--- src/rtl/alu_seq.sv ---
// alu_seq: sequential ALU with a registered, handshaked result.
// Single-cycle ops complete with a one-cycle done pulse.
// Multiply is an iterative shift-add over WIDTH cycles.
module alu_seq #(
    parameter int unsigned WIDTH = 16
) (
    input  logic             clk,
    input  logic             reset,
    input  logic             start,
    input  logic [WIDTH-1:0] A,
    input  logic [WIDTH-1:0] B,
    input  logic [4:0]       OP,
    output logic [WIDTH-1:0] result,
    output logic             error,
    output logic             zero,
    output logic             busy,
    output logic             done
);

    localparam int unsigned SHW = (WIDTH > 1) ? $clog2(WIDTH) : 1;
    localparam int unsigned CW  = SHW;
    localparam int unsigned PW  = 2 * WIDTH;

    localparam logic [3:0] OP_ADD  = 4'd0;
    localparam logic [3:0] OP_MUL  = 4'd1;
    localparam logic [3:0] OP_LAND = 4'd2;
    localparam logic [3:0] OP_AND  = 4'd3;
    localparam logic [3:0] OP_SUB  = 4'd4;
    localparam logic [3:0] OP_LOR  = 4'd5;
    localparam logic [3:0] OP_OR   = 4'd6;
    localparam logic [3:0] OP_XOR  = 4'd7;
    localparam logic [3:0] OP_SHL  = 4'd8;
    localparam logic [3:0] OP_SHR  = 4'd9;

    typedef enum logic {
        S_IDLE,
        S_MUL
    } state_t;

    state_t          state;
    logic [PW-1:0]   acc;
    logic [PW-1:0]   mul_a;
    logic [WIDTH-1:0] mul_b;
    logic [CW-1:0]   cnt;

    logic [WIDTH-1:0] alu_res;
    logic             alu_err;
    logic [WIDTH:0]   add_full;
    logic [PW-1:0]    shl_full;
    logic [SHW-1:0]   sh;
    logic [PW-1:0]    acc_next;

    // OP[4] is reserved and intentionally ignored
    logic unused_op;
    assign unused_op = OP[4];

    // Single-cycle result and error for the current operands
    always_comb begin
        alu_res  = '0;
        alu_err  = 1'b0;
        sh       = B[SHW-1:0];
        add_full = {1'b0, A} + {1'b0, B};
        shl_full = PW'(A) << sh;
        case (OP[3:0])
            OP_ADD: begin
                alu_res = add_full[WIDTH-1:0];
                alu_err = add_full[WIDTH];
            end
            OP_LAND: alu_res = WIDTH'((|A) && (|B));
            OP_AND:  alu_res = A & B;
            OP_SUB: begin
                alu_res = A - B;
                alu_err = (A < B);
            end
            OP_LOR:  alu_res = WIDTH'((|A) || (|B));
            OP_OR:   alu_res = A | B;
            OP_XOR:  alu_res = A ^ B;
            OP_SHL: begin
                alu_res = shl_full[WIDTH-1:0];
                alu_err = |shl_full[PW-1:WIDTH];
            end
            OP_SHR:  alu_res = A >> sh;
            OP_MUL:  alu_res = '0;
            default: begin
                alu_res = '0;
                alu_err = 1'b1;
            end
        endcase
    end

    // One shift-add step: add the shifted multiplicand when the current multiplier bit is set
    always_comb begin
        acc_next = acc + (mul_b[0] ? mul_a : '0);
    end

    // Control FSM, multiply datapath and registered outputs
    always_ff @(posedge clk) begin
        if (reset) begin
            state  <= S_IDLE;
            result <= '0;
            error  <= 1'b0;
            zero   <= 1'b1;
            busy   <= 1'b0;
            done   <= 1'b0;
            acc    <= '0;
            mul_a  <= '0;
            mul_b  <= '0;
            cnt    <= '0;
        end else begin
            done <= 1'b0;
            case (state)
                S_IDLE: begin
                    if (start) begin
                        if (OP[3:0] == OP_MUL) begin
                            mul_a <= PW'(A);
                            mul_b <= B;
                            acc   <= '0;
                            cnt   <= '0;
                            busy  <= 1'b1;
                            state <= S_MUL;
                        end else begin
                            result <= alu_res;
                            error  <= alu_err;
                            zero   <= (alu_res == '0);
                            done   <= 1'b1;
                        end
                    end
                end
                S_MUL: begin
                    acc   <= acc_next;
                    mul_a <= mul_a << 1;
                    mul_b <= mul_b >> 1;
                    if (cnt == CW'(WIDTH - 1)) begin
                        result <= acc_next[WIDTH-1:0];
                        error  <= |acc_next[PW-1:WIDTH];
                        zero   <= (acc_next[WIDTH-1:0] == '0);
                        done   <= 1'b1;
                        busy   <= 1'b0;
                        state  <= S_IDLE;
                    end else begin
                        cnt <= cnt + CW'(1);
                    end
                end
                default: state <= S_IDLE;
            endcase
        end
    end

endmodule

--- config.mk ---
export PLATFORM = sky130hd
export DESIGN_NAME = alu_seq
export DESIGN_NICKNAME = d
export VERILOG_FILES = /design/src/rtl/alu_seq.sv
export SDC_FILE = /design/constraint.sdc
export NUM_CORES = 1
export LEC_CHECK = 0
export CAP_MARGIN = 15
export CORE_ASPECT_RATIO = 0.5
export CORE_MARGIN = 4
export CORE_UTILIZATION = 55
export DETAILED_ROUTE_END_ITERATION = 6
export GPL_TIMING_DRIVEN = 0
export PLACE_DENSITY_LB_ADDON = 0.1
export SLEW_MARGIN = 20
export SYNTH_ARGS = -nofsm -noshare
export SYNTH_HDL_FRONTEND = slang
export SYNTH_SLANG_ARGS = --single-unit
--- constraint.sdc ---
create_clock -name clk -period 4.85 [get_ports clk]
set_clock_uncertainty 0.15 [all_clocks]
set_input_delay 0.97 -clock clk [delete_from_list [all_inputs] [get_ports clk]]
set_output_delay 0.97 -clock clk [all_outputs]
set_load 0.005 [all_outputs]
== Word level (Yosys, flattened, before mapping) ==
Cells that the tools add are included.

* Magnitude comparators: 1
* $add $sub $neg: 4
* Shift operators: 2
* Equal/unequal tests: 15
* Bitwise gates (word level): 4
* Multiplexer cells: 40
* Reductions and logical operators: 14

{| class="wikitable"
|+ Operators by type and width
! kind !! count
|-
| 32-bit 2-to-1 mux || 5
|-
| 16-bit one-hot mux with 9 select lines || 1
|-
| 32-bit one-hot mux with 2 select lines || 2
|-
| 16-bit 2-to-1 mux || 5
|-
| 16-bit one-hot mux with 2 select lines || 2
|-
| 16-bit OR reduction || 4
|-
| 32-bit adder || 1
|-
| 16-bit zero test || 2
|-
| 16-bit by 4-bit << shifter with 32-bit output || 1
|-
| 16-bit by 16-bit adder with 17-bit output || 1
|-
| 16-bit AND || 1
|-
| 4-bit by 3-bit equality test with 1-bit output, second input constant || 4
|-
| 16-bit less-than comparator || 1
|-
| 16-bit OR || 1
|-
| 16-bit by 4-bit >> shifter with 16-bit output || 1
|-
| 16-bit subtractor || 1
|-
| 16-bit XOR || 1
|-
| 1-bit 2-to-1 mux || 15
|-
| 4-bit equality test, second input constant || 3
|-
| 4-bit 2-to-1 mux || 3
|-
| 1-bit one-hot mux with 2 select lines || 5
|-
| 3-bit AND reduction || 3
|-
| 4-bit by 2-bit equality test with 1-bit output, second input constant || 2
|-
| 2-bit inequality test, second input constant || 4
|-
| 11 further kinds || 11
|}

* Logic and storage cells: 90
* Register bits after elaboration: 105
* Output and inout bits: 20
* Bits of input ports: 40

== Depth between registers and ports, before layout ==
Gate-level depths: netlist of the first run.

* Depth in word-level cells: 7
* Depth in mapped cells: 14
* Gate-level depth less buffers: 13

== Worst setup path before layout of the first run ==
OpenSTA, ideal clock, no wires.

* Path type: input -> register
* Start point: input port B[2]
* End point: register zero
* Cell stages on the path: 13
* Path buffers: 3
* Data required time: 4621 ps
* Library setup time: 79 ps
* Arrival: 4046 ps
* Path slack: 575 ps
* Cell sequence: buf_2 > clkinv_1 > clkbuf_1 > ha_1 > buf_2 > nor3_1 > a211oi_1 > o211ai_2 > a2111o_1 > and3_1 > a2111oi_0 > nand3b_1 > o211ai_1

* Word-level cells in the longest chain between the ends: 7
* Elaborated cells on any way between the ends: 15
* Those cells by class: 2 x add/sub; 2 x shift; 4 x mux; 3 x bitwise; 4 x reduce/logical

{| class="wikitable"
|+ RTL lines
! item !! RTL line !! text
|-
| start, declared || 11 || <nowiki>input logic [WIDTH-1:0] B,</nowiki>
|-
| parallel branches: the longest is 2 deep, another holds 16-bit subtractor || n/a ||
|-
| 16-bit one-hot mux with 9 select lines (*) || 64 || <nowiki>case (OP[3:0])</nowiki>
|-
| 16-bit zero test (*) || 124 || <nowiki>zero <= (alu_res == '0);</nowiki>
|-
| 1-bit 2-to-1 mux (*) || 114 || <nowiki>if (OP[3:0] == OP_MUL) begin</nowiki>
|-
| 1-bit 2-to-1 mux (*) || 113 || <nowiki>if (start) begin</nowiki>
|-
| 1-bit one-hot mux with 2 select lines (*) || 111 || <nowiki>case (state)</nowiki>
|-
| end signal, assigned || 124 ||
|-
| end signal, assigned || 136 || <nowiki>zero <= (acc_next[WIDTH-1:0] == '0);</nowiki>
|-
| end, declared || 15 || <nowiki>output logic zero,</nowiki>
|}

Every way passes the cells marked *. The select of a mux whose other input is x is not followed.
A chain may end at the register's enable or synchronous reset.

== Final worst setup path of the first run ==
* Start point: input port A[2]
* End point: register zero

* Word-level cells in the longest chain between the ends: 7
* Elaborated cells on any way between the ends: 15
* Those cells by class: 2 x add/sub; 2 x shift; 4 x mux; 3 x bitwise; 4 x reduce/logical

{| class="wikitable"
|+ RTL lines
! item !! RTL line !! text
|-
| start, declared || 10 || <nowiki>input logic [WIDTH-1:0] A,</nowiki>
|-
| parallel branches: the longest is 2 deep, another holds 16-bit subtractor || n/a ||
|-
| 16-bit one-hot mux with 9 select lines (*) || 64 ||
|-
| 16-bit zero test (*) || 124 ||
|-
| 1-bit 2-to-1 mux (*) || 114 ||
|-
| 1-bit 2-to-1 mux (*) || 113 ||
|-
| 1-bit one-hot mux with 2 select lines (*) || 111 ||
|}

Marked as above.

==> metrics, run 1 <==
outcome finished with violations; failing checks DRC; R2R Path End zero; Overall Global Routing Usage 39.4%; ys flop type dfxtp_1; largest net degree at the start of global routing 21; crit path time final 4.83 ns; clock buffer depth 2; count of cell types in the netlist 87; synthesized net count 1560; first-pass GRT wire length 66700 um; unrepaired setup endpoints after global routing true; Buffers on Ports 58; total die area 0.0215 mm2; synthesis-to-finish area growth 13.3%; total grt overflow 0; IO Pins 60; final weighted congestion in routability-driven placement 1.06; type of origin of the critical path input port; setup TNS after final layout 0 ns; routed vias 12442; DRT iter0 DRCs 1774; largest area contributor in the netlist dfxtp_1; crit path launch A[2]; placed cells 1753; Reg clk slew, reported paths 0.08 ns; H-tree depth 3; Final HPWL DP 33700 um; post-synthesis register bit count 105; # setup viols final 0; Critical Path End zero; core area 0.0186 mm2; Cell Area, Synth 0.0105 mm2; highest clock rate 207 MHz; worst hold-check path type flip-flop to flip-flop; fin nets 1631; Crit. End Element flip-flop; final hold vios 0; detailed-router iteration count before antenna repair 7; launching point of the worst reg2reg path mul_b[0]; Die W 203 um; Worst Tran Pin Value 0.964 ns; maximum net fanout on the critical path 11; final hold slack 0.311 ns; via-per-instance ratio 7.03; CTS sink count 105; FF-to-FF path depth 11; fraction of layout cells with a size suffix above 1 7.74%; Seq/Total Area, Yosys 20.1%; Ant. Diodes 0; WL final 43800 um; CP arrival 4.91 ns; leakage 4.90 nW; peak supply drop 0.185 mV; number of global-route vias before repair 11784; Required @ worst endpoint 4.93 ns; Final Instance Count excl. Fillers 1770; initial antenna violation count 0; setup slack, reg-to-reg 0.40 ns; Initial Util 56.5%; asr flop ratio synth 0%; Final Cycle Share 99.5%; Synth area leaders dfxtp_1 (20%), ha_1 (9.8%), a21oi_1 (9.1%); Chip Height 106 um; Slew Limit Fails 0; DRC Markers 3; # rows 35; Core Util, Final 64.0%; Crit Path Category input port to flip-flop; Worst slew margin 35.2%; CTS Root Cell clkbuf_16; MaxCap Viol Count 0; Post-synth EDFFs 0; share of the synthesized area in the top cell type 20.1%; WL/cell 24.7 um; Synth Instances 1435; ANT nets after route 0; hold-fix buffers at CTS 0; clk_lat worst skew 0.36 ns; CTS buffer count 9; Synth Area per Inst 7.31 um2; Cell Pwr Density 197 mW/mm2; synth warn 0; CTS tree yes
[flip-flops by register name, indices dropped and copies added, names as in the netlist]
| name | count |
|---|---|
| state | 1 |
| zero | 1 |
| acc | 32 |
| cnt | 4 |
| error | 1 |
| mul_a | 32 |
| done | 1 |
| busy | 1 |
| result | 16 |
| mul_b | 16 |
[cells in the final DEF (no fill, tap or decap), drive strengths merged, types with 18 or more instances in the layout]
master	count
clkdlybuf4s50	53
buf	33
a21oi	194
o211ai	20
nand4	20
nor4	18
mux4	27
and3	34
xnor2	23
dfxtp	105
a31oi	18
nor3	30
o21ai	62
nor2	213
ha	82
and2	39
clkbuf	83
nand3	26
inv	69
nand2	109
[layout make-up]
class                   count  area [um2]
well taps                 259         324
fillers                  1637        6690
flip-flops and latches    105        2100
clock inverters             7        72.6
plain buffers             105         458
multi-input cells        1159        7840
clock buffers               9         225
inverters                  66         253
repair buffers             60         606
[power breakdown]
group          total (mW)  switching [mW]  leakage (nW)  internal, mW
Clock               0.740           0.375         0.143         0.365
Combinational       0.713           0.451          3.91         0.262
Sequential          0.892          0.0130         0.850         0.879
Total                2.35           0.839          4.90          1.51
[kinds of logic (layout without fill, tap and decap cells)]
kind of cell	count (synthesis)	after routing	share of synthesized area [%]
mux	52	52	8.35
fa+ha+maj	85	85	10.4
xor+xnor	30	30	2.51
compound gates	449	449	27.4
simple gates	543	543	24.7
buf+inv	171	247	6.65
flops	105	105	20.1
[cells in the mapped netlist (11+ instances only)]
| library cell | instances |
|---|---|
| inv_1 | 64 |
| o21bai_1 | 12 |
| nor4_1 | 18 |
| clkbuf_1 | 74 |
| a211oi_1 | 13 |
| o211ai_1 | 19 |
| nand4_1 | 20 |
| dfxtp_1 | 105 |
| mux4_2 | 27 |
| and3_1 | 34 |
| a22oi_1 | 11 |
| nand2b_1 | 11 |
| xnor2_1 | 23 |
| ha_1 | 82 |
| o21a_1 | 12 |
| a21oi_1 | 191 |
| nor3_1 | 30 |
| nor2_1 | 212 |
| nand3_1 | 26 |
| and2_1 | 39 |
| mux2i_1 | 14 |
| a31oi_1 | 18 |
| nand2_1 | 109 |
| a21o_1 | 16 |
| buf_2 | 14 |
| o21ai_0 | 61 |
[through the flow]
step / area, um2 / setup slack (ns) / power, mW
final: 11900 / 0.0235 / 2.35
after global routing: 11900 / -0.0825 / 2.40
after CTS: 11800 / 0.00457 / 2.29
after detailed placement: 11400 / -1.19 / 1.56
after global placement: 11400 / -1.08 / 1.56
after floorplan: 10500 / 0.575 / 1.31
[what timing repair did]
item	in CTS	in global routing
setup buffers	0	1
endpoints found under the setup margin	12	8
cloned	0	0
pin swaps	0	2
gates resized for setup	12	22
hold endpoints to repair	0	0
[worst max-delay path, stage by stage]
cell,delay (ns)
clkdlybuf4s50_1,0.81
inv_1,0.31
ha_1,0.36
buf_2,0.19
a21oi_1,0.32
a21oi_1,0.16
o21ai_0,0.54
a311oi_1,0.24
o311a_1,0.36
o32ai_1,0.36
nor3_1,0.08
nand3b_1,0.11
o211ai_1,0.09
[worst min-delay path by stage]
stage	startpoint	endpoint	slack [ns]	cells after the start
detailed placement	result[10]	result[10]	0.31	2
finish	result[10]	result[10]	0.31	2
global placement	result[10]	result[10]	0.29	2
global route	acc[13]	acc[13]	0.35	2
CTS	result[10]	result[10]	0.32	2
floorplan	mul_a[30]	mul_a[31]	0.29	2
[layer usage]
metal | vias to the layer above | track usage [%] | wire (um)
met5 | - | 1.67 | 41
met4 | 2 | 16.7 | 2100
met3 | 198 | 11.4 | 6300
met2 | 1030 | 62.1 | 18700
met1 | 5843 | 50.8 | 16700
li1 | 5369 | - | -
Note: power is estimated with default switching activity, not from simulation.
==> inputs of run 2 (changes only) <==
--- a/config.mk
+++ b/config.mk
@@ -7,7 +7,6 @@
 export LEC_CHECK = 0
 export CAP_MARGIN = 15
 export CORE_ASPECT_RATIO = 0.5
-export CORE_MARGIN = 4
 export CORE_UTILIZATION = 55
 export DETAILED_ROUTE_END_ITERATION = 6
 export GPL_TIMING_DRIVEN = 0
==> metrics, run 2 (synthesis gave the netlist of run 1 again) <==
# rows 35 (unchanged); Die W 197 um (was 203 um); biggest regs acc x32, mul_a x32 (unchanged); CTS buffer count 9 (unchanged); detailed-router iteration count before antenna repair 6 (was 7); most common cell after layout, fill and taps aside nor2_1 (unchanged); routed vias 11938 (was 12442); number of global-route vias before repair 11089 (was 11784); hold-fix buffers at CTS 0 (unchanged); Hold Path Cell Cnt 2 (unchanged); core area 0.0185 mm2 (was 0.0186 mm2); total power 2.30 mW (was 2.35 mW); # setup viols final 0 (unchanged); Ant. Diodes 0 (unchanged); area of the multi-input gates 0.00780 mm2 (was 0.00784 mm2); P_sw 804 uW (was 839 uW); initial antenna violation count 1 (was 0); Overall Global Routing Usage 42.5% (was 39.4%); clock buffer depth 2 (unchanged); Crit. End Element flip-flop (unchanged); type of origin of the critical path input port (unchanged); WL final 42100 um (was 43800 um); peak supply drop 0.227 mV (was 0.185 mV); Int Pwr 1.50 mW (was 1.51 mW); CP cell instances clkdlybuf4s50_1 -> buf_4 -> buf_6 -> inv_1 -> clkbuf_1 -> ha_1 -> mux2i_1 -> o21ai_0 -> a2111oi_2 -> o211a_1 -> a32oi_1 -> a211o_1 -> nand3b_1 -> o211ai_1 (was clkdlybuf4s50_1 -> inv_1 -> ha_1 -> buf_2 -> a21oi_1 -> a21oi_1 -> o21ai_0 -> a311oi_1 -> o311a_1 -> o32ai_1 -> nor3_1 -> nand3b_1 -> o211ai_1); slowest CP cell a2111oi_2 (was clkdlybuf4s50_1); end of the worst hold path result[10] (unchanged); CP delay by family, top compound AO/OA/AOI/OAI gates (unchanged); setup slack, reg-to-reg 0.52 ns (was 0.40 ns); Comb pwr share 30.6% (was 30.4%); first-pass GRT wire length 64100 um (was 66700 um); total grt overflow 0 (unchanged); Fillers 1680 (was 1637); DRT iter0 DRCs 1319 (was 1774); ANT nets after route 0 (unchanged); CTS tree yes (unchanged); WL/cell 23.8 um (was 24.7 um); DRC Markers 0 (was 3); maximum net fanout on the critical path 11 (unchanged); R2R Path End zero (unchanged); IO Pins 60 (unchanged); Bufs and invs on worst path 5 (was 3); clock share of power 30.7% (was 31.6%); Slew Limit Fails 0 (unchanged); Worst slew margin 34.5% (was 35.2%); DP Worst Slack -1.05 ns (was -1.19 ns); Final Cycle Share 99.3% (was 99.5%); FF-to-FF path depth 11 (unchanged); crit path time final 4.81 ns (was 4.83 ns); CTS Root Cell clkbuf_16 (unchanged); final hold vios 0 (unchanged); crit-path max cell delay 0.57 ns (was 0.81 ns); leakage 4.87 nW (was 4.90 nW); Worst Tran Pin Value 0.979 ns (was 0.964 ns); final weighted congestion in routability-driven placement 1.13 (was 1.06); sequential share of power 38.7% (was 38.0%); Crit Path Category input port to flip-flop (unchanged); worst hold-check path type flip-flop to flip-flop (unchanged); Reg clk slew, reported paths 0.08 ns (about the same); Required @ worst endpoint 4.97 ns (was 4.93 ns); via-per-instance ratio 6.74 (was 7.03); fraction of layout cells with a size suffix above 1 7.54% (was 7.74%); unrepaired setup endpoints after global routing true (unchanged); Cell Pwr Density 195 mW/mm2 (was 197 mW/mm2); sw frac 35.0% (was 35.8%); Final WS setup 0.0358 ns (was 0.0235 ns); CTS sink count 105 (unchanged); commonest non-fill, non-tap cells in the layout nor2_1 (212), a21oi_1 (190), nand2_1 (109), dfxtp_1 (105), ha_1 (82) (was nor2_1 (212), a21oi_1 (191), nand2_1 (109), dfxtp_1 (105), ha_1 (82)); launching point of the worst reg2reg path mul_b[0] (unchanged); Initial Util 56.6% (was 56.5%); highest clock rate 208 MHz (was 207 MHz); Worst Min Path Start result[10] (unchanged); H-tree depth 3 (unchanged); fin nets 1631 (unchanged); synthesis-to-finish area growth 12.6% (was 13.3%); CP arrival 4.94 ns (was 4.91 ns); outcome completed (was finished with violations); clk_lat worst skew 0.35 ns (was 0.36 ns); Reg area 0.00210 mm2 (unchanged); Buffers on Ports 58 (unchanged); Chip Height 99.6 um (was 106 um); Final HPWL DP 32800 um (was 33700 um); MaxCap Viol Count 0 (unchanged); total die area 0.0197 mm2 (was 0.0215 mm2); largest net degree at the start of global routing 19 (was 21); setup TNS after final layout 0 ns (unchanged)
[run 2: worst max-delay path by stage]
stage          startpoint    to  cells past startpoint
3_3_place_gp         B[2]  zero                     14
5_1_grt              B[2]  zero                     15
2_1_floorplan        B[2]  zero                     13
3_5_place_dp         B[2]  zero                     15
6_report             B[0]  zero                     14
4_1_cts              A[4]  zero                     14
[run 2: stage by stage]
step                      instances  util [%]  cell area, um2  hold WS [ns]
after floorplan                1435         -           10500         0.286
after global placement         1752      61.5           11400         0.295
after detailed placement       1753      61.6           11400         0.296
after CTS                      1769      63.4           11700         0.306
after global routing           1770      63.7           11800         0.329
final                          1770      63.7           11800         0.305
[run 2: worst min-delay path: stages (launching register included)]
cell and delay (ns):
dfxtp_1 0.31, nand2_1 0.05, a21oi_1 0.05
[run 2: layer usage]
metal / share of wire (%) / wire [um] / vias to the layer above / GRT usage (%)
met3: 13 / 5670 / 138 / 10.9
met2: 43 / 18100 / 812 / 67.6
met1: 40 / 16700 / 5622 / 55.1
met5: 0.031 / 13 / - / 0
li1: - / - / 5364 / -
met4: 4.0 / 1700 / 2 / 17.5
[run 2: timing repair]
| item | CTS | global route |
|---|---|---|
| pin swaps | 0 | 2 |
| gates resized for setup | 13 | 14 |
| buffers inserted | 0 | 1 |
| endpoints found under the setup margin | 8 | 8 |
[run 2: area by class of cell]
cell class / instances / area share [%]
plain buffers: 105 / 3.87
flip-flops and latches: 105 / 17.8
well taps: 259 / 2.74
clock inverters: 6 / 0.434
repair buffers: 60 / 5.07
clock buffers: 10 / 1.94
multi-input cells: 1159 / 66.0
inverters: 66 / 2.11
[run 2: power by group through the flow]
stage               clock network (mW)  logic [mW]  registers [mW]
floorplan                            0       0.398           0.908
global placement                     0       0.642           0.911
detailed placement                   0       0.650           0.911
CTS                              0.703       0.663           0.891
global route                     0.739       0.738           0.892
finish                           0.706       0.703           0.891
